File: src/rtl/prog_ram_loader.sv
// prog_ram_loader: run-time program store writer.
//   Accepts DEPTH program words over a valid/ready stream after a load_start
//   pulse and writes them sequentially into a small RAM. The CPU reads the RAM
//   combinationally through address/data, exactly like a fixed program store.
// Ports:
//   clk, rst_n     clock, synchronous active-low reset
//   load_start     1-cycle pulse, starts a load session at word 0 (IDLE/DONE only)
//   in_data/in_valid/in_ready  program word stream
//   address/data   CPU fetch port, data = mem[address] (combinational)
//   loading        high while loading words
//   done           high after a complete load until next load_start or reset
//   checksum       running modulo-2**DATA_WIDTH sum of accepted words
//                  (only when LOADER_CHECKSUM_EN is defined)
// Optional feature macro: LOADER_CHECKSUM_EN
module prog_ram_loader #(
    parameter int unsigned ADDR_WIDTH = 2,
    parameter int unsigned DATA_WIDTH = 8
) (
    input  logic                  clk,
    input  logic                  rst_n,
    input  logic                  load_start,
    input  logic [DATA_WIDTH-1:0] in_data,
    input  logic                  in_valid,
    output logic                  in_ready,
    input  logic [ADDR_WIDTH-1:0] address,
    output logic [DATA_WIDTH-1:0] data,
    output logic                  loading,
    output logic                  done
`ifdef LOADER_CHECKSUM_EN
    ,
    output logic [DATA_WIDTH-1:0] checksum
`endif
);

    localparam int unsigned DEPTH = 2 ** ADDR_WIDTH;

    localparam logic [1:0] ST_IDLE = 2'd0;
    localparam logic [1:0] ST_LOAD = 2'd1;
    localparam logic [1:0] ST_DONE = 2'd2;

    logic [1:0]            state_q, state_d;
    logic [ADDR_WIDTH-1:0] wr_ptr_q, wr_ptr_d;
    logic                  in_ready_q, in_ready_d;
    logic                  loading_q, loading_d;
    logic                  done_q, done_d;
    logic                  accept_c;
    logic                  start_load_c;
    logic [DATA_WIDTH-1:0] mem_q [DEPTH];

    // in_ready_q is only set in LOAD, so this is the stream handshake
    assign accept_c = in_valid & in_ready_q;

    // Next-state logic; status flags are decoded from the next state so the
    // registered versions track the state register exactly.
    always_comb begin
        state_d      = state_q;
        wr_ptr_d     = wr_ptr_q;
        start_load_c = 1'b0;
        case (state_q)
            ST_IDLE, ST_DONE: begin
                if (load_start) begin
                    state_d      = ST_LOAD;
                    wr_ptr_d     = '0;
                    start_load_c = 1'b1;
                end
            end
            ST_LOAD: begin
                if (accept_c) begin
                    wr_ptr_d = wr_ptr_q + ADDR_WIDTH'(1);
                    if (wr_ptr_q == ADDR_WIDTH'(DEPTH - 1)) begin
                        state_d = ST_DONE;
                    end
                end
            end
            default: begin
                state_d = ST_IDLE;
            end
        endcase
        in_ready_d = (state_d == ST_LOAD);
        loading_d  = (state_d == ST_LOAD);
        done_d     = (state_d == ST_DONE);
    end

    // Control state with synchronous reset
    always_ff @(posedge clk) begin
        if (!rst_n) begin
            state_q    <= ST_IDLE;
            wr_ptr_q   <= '0;
            in_ready_q <= 1'b0;
            loading_q  <= 1'b0;
            done_q     <= 1'b0;
        end else begin
            state_q    <= state_d;
            wr_ptr_q   <= wr_ptr_d;
            in_ready_q <= in_ready_d;
            loading_q  <= loading_d;
            done_q     <= done_d;
        end
    end

    // Program RAM: contents survive reset; a reset edge never writes
    always_ff @(posedge clk) begin
        if (rst_n && accept_c) begin
            mem_q[wr_ptr_q] <= in_data;
        end
    end

    assign data     = mem_q[address];
    assign in_ready = in_ready_q;
    assign loading  = loading_q;
    assign done     = done_q;

`ifdef LOADER_CHECKSUM_EN
    logic [DATA_WIDTH-1:0] checksum_q, checksum_d;

    // Sum restarts when a session begins and accumulates each accepted word
    always_comb begin
        checksum_d = checksum_q;
        if (start_load_c) begin
            checksum_d = '0;
        end else if (accept_c) begin
            checksum_d = checksum_q + in_data;
        end
    end

    always_ff @(posedge clk) begin
        if (!rst_n) begin
            checksum_q <= '0;
        end else begin
            checksum_q <= checksum_d;
        end
    end

    assign checksum = checksum_q;
`else
    logic unused_start_load_c;
    assign unused_start_load_c = start_load_c;
`endif

endmodule

File: config.mk
export PLATFORM = sky130hd
export DESIGN_NAME = prog_ram_loader
export DESIGN_NICKNAME = d
export VERILOG_FILES = /design/src/rtl/prog_ram_loader.sv
export SDC_FILE = /design/constraint.sdc
export NUM_CORES = 1
export LEC_CHECK = 0
export ABC_AREA = 1
export CELL_PAD_IN_SITES_DETAIL_PLACEMENT = 1
export CELL_PAD_IN_SITES_GLOBAL_PLACEMENT = 1
export CORE_ASPECT_RATIO = 1.25
export CORE_MARGIN = 1.5
export CORE_UTILIZATION = 35
export CTS_CLUSTER_DIAMETER = 200
export DETAILED_ROUTE_END_ITERATION = 10
export GPL_TIMING_DRIVEN = 0
export HOLD_SLACK_MARGIN = 0.12
export PLACE_DENSITY_LB_ADDON = 0.1
export SYNTH_ARGS = -nofsm -noshare
export SYNTH_HDL_FRONTEND = slang
export SYNTH_SLANG_ARGS = --single-unit
File: constraint.sdc
create_clock -name clk -period 1.7 [get_ports clk]
set_input_delay 0.255 -clock clk [delete_from_list [all_inputs] [get_ports clk]]
set_output_delay 0.255 -clock clk [all_outputs]
set_load 0.03 [all_outputs]
==> metrics.csv <==
metric;value;unit
status;complete, no violations;
WHS;0.5872;ns
cts bufs inserted;5;
Mapped Area;0.001533;sq mm
Tmin final;1.615;ns
Boundary Pins;25;
Via density;4.829;
Syn Area/Cell;12.16;sq um
Cells after Synth;126;
Setup WS pre-CTS;-0.7827;ns
worst clock skew;0.006283;ns
Final Hold Viols;0;
total iterations of the first detailed-routing run;4;
Distinct cells, synth;16;
Sink Count;38;
detailed-placement wirelength estimate;2367;um
final estimated routing congestion in global placement;0.6718;
Max-Cap Viols;0;
Die ar.;0.004788;sq mm
FILL cells;484;
RSZ-0062 raised after global routing;false;
nets;178;
Die Y;76.99;um
Worst Max-Slew Pin Slew;0.5219;ns
vias in the first global route;1169;
IO Port Bufs;24;
Max Buffers Root-to-Sink;2;
DRT Wirelength;3338;um
diode count;0;
GRT Total Usage;15.72;%
setup ws final;0.08521;ns
critical path peak fanout;10;
Leak Pwr;0.7146;nW
syn nets;144;
final setup fails;0;
Yosys warning count;0;
H-tree levels;2;
Placement Rows;26;
Top Usage Layer GRT;met2;
Starting DRT DRC Count;41;
CP Capture Type;output port;
DR vias;1048;
worst-skew pair later-pin latency;0.29;ns
drt drc;0;
root buf cell;clkbuf_8;
Worst Path Arrival;1.36;ns
Worst Path Required;1.44;ns
met2 Use GR;29.57;%
maximum number of pins on one net before global-route repair;14;
Die Span X;62.19;um
M3 GR Usage;4.399;%
flip-flop and latch count after synthesis;38;
Slew Viols, Final;0;
met1 GRT Util;15.56;%
register area share after synthesis;70.53;%
share of cells above drive strength 1;21.74;%
VDD IR max;407.0;uV
area of the core;0.004131;sq mm
first-pass GRT wire length;5554;um
Starting Density;37.10;%
P per Cell Area;1021;mW/mm^2
crit start category;input pin;
wire per inst;15.38;um
initial antenna violation count;0;
Layout area overhead;28.08;%
Post-DRT Antenna Nets;0;
worst min path class;input pin to flop;
Clock Pin Slew Worst Setup and Hold Paths;0.07;ns
fin crit share;94.99;%
relative slew slack;65.17;%
fmax;0.6193;GHz
gr ovfl total;0;
critical path type;input pin to output port;
CTS tree;built;
## Yosys cell counts, drive strengths merged
| library cell | instances | area share, % |
|---|---|---|
| nor2 | 26 | 6.9 |
| dfxtp | 6 | 7.8 |
| buf | 3 | 2.0 |
| nand2 | 8 | 2.0 |
| inv | 13 | 3.2 |
| o21ai | 17 | 6.0 |
| nand3 | 3 | 0.98 |
| a21oi | 6 | 2.0 |
| ha | 4 | 3.3 |
| edfxtp | 32 | 63 |
| o22ai | 8 | 3.3 |
## sequential cells by signal, summed over array words and instances, names as in the netlist
name / cells
mem_q: 32
loading: 1
state_q: 2
wr_ptr_q: 2
done: 1
## kinds of logic after synthesis
logic type / Yosys count / share of synthesized area [%]
fa+ha+maj: 4 / 3.265
flops: 38 / 70.53
buf+inv: 16 / 5.142
simple gates: 37 / 9.796
compound gates: 31 / 11.27
## area by class of cell
| class | instances | area [sq um] | share of cell area, % |
|---|---|---|---|
| clock inverters | 3 | 45.04 | 2.294 |
| multi-input cells | 72 | 382.9 | 19.50 |
| plain buffers | 3 | 30.03 | 1.530 |
| well taps | 56 | 70.07 | 3.569 |
| repair buffers | 27 | 234.0 | 11.92 |
| flip-flops and latches | 38 | 1081 | 55.07 |
| clock buffers | 5 | 68.82 | 3.505 |
| inverters | 13 | 51.30 | 2.613 |
## worst paths after layout
| check | start | to | slack, ns | cells after the start |
|---|---|---|---|---|
| setup / recovery | address[0] | data[0] | 0.09 | 6 |
| hold / removal | rst_n | wr_ptr_q[1] | 0.59 | 3 |
| setup reg to reg | loading | mem_q[1][3] | 0.19 | 4 |
| hold reg to reg | state_q[0] | done | 0.61 | 3 |
## critical path, cell delays in order
cell             delay (ns)
clkdlybuf4s15_2        0.28
inv_2                  0.14
buf_6                  0.17
nor2_1                 0.05
o22ai_1                0.15
clkdlybuf4s15_2        0.32
## per-layer routing
metal | vias to the layer above | part of all wire, %
li1 | 508 | -
met1 | 508 | 36
met2 | 26 | 57
met3 | 6 | 5.4
met4 | 0 | 2.2
met5 | - | 0
## layout by cell type (no fill, tap or decap)
cell,Yosys,routed
clkinvlp_4,0,2
nor2_2,3,7
nand2_1,8,8
clkdlybuf4s15_2,0,3
clkdlybuf4s50_1,0,13
clkbuf_8,0,5
o22ai_1,8,8
inv_1,12,11
o21ai_0,13,13
o21ai_1,2,2
buf_4,1,4
inv_4,0,1
edfxtp_1,32,32
o21ai_2,2,2
nor2_1,23,19
dlymetal6s2s_1,0,1
buf_6,2,2
a21oi_1,6,6
inv_2,1,1
bufinv_16,0,1
buf_2,0,6
clkbuf_2,0,1
dfxtp_1,6,6
ha_1,4,4
nand3_1,3,3
## repair_timing
action / in CTS / in global routing
resized for setup: 42 / 7
buffers inserted: 3 / 0
hold buffers: 0 / 0
setup endpoints to repair: 26 / 18
## where the power goes
| group | internal (mW) | switching [mW] | total [mW] |
|---|---|---|---|
| Sequential | 1.02 | 0.00901 | 1.03 |
| Combinational | 0.0840 | 0.130 | 0.214 |
| Clock | 0.436 | 0.320 | 0.756 |
## through the flow
step | std cells | instance area, sq um | power (mW) | utilization [%] | TNS [ns]
detailed placement | 206 | 1843 | 1.276 | 44.61 | -16.66
CTS | 217 | 1962 | 2.030 | 47.49 | -0.3628
finish | 217 | 1963 | 2.004 | 47.52 | 0
global placement | 206 | 1843 | 1.265 | 44.61 | -15.72
floorplan | 126 | 1533 | 1.170 | - | 0
global route | 217 | 1963 | 2.081 | 47.52 | 0
No activity file was read; power rests on OpenSTA's default activity.
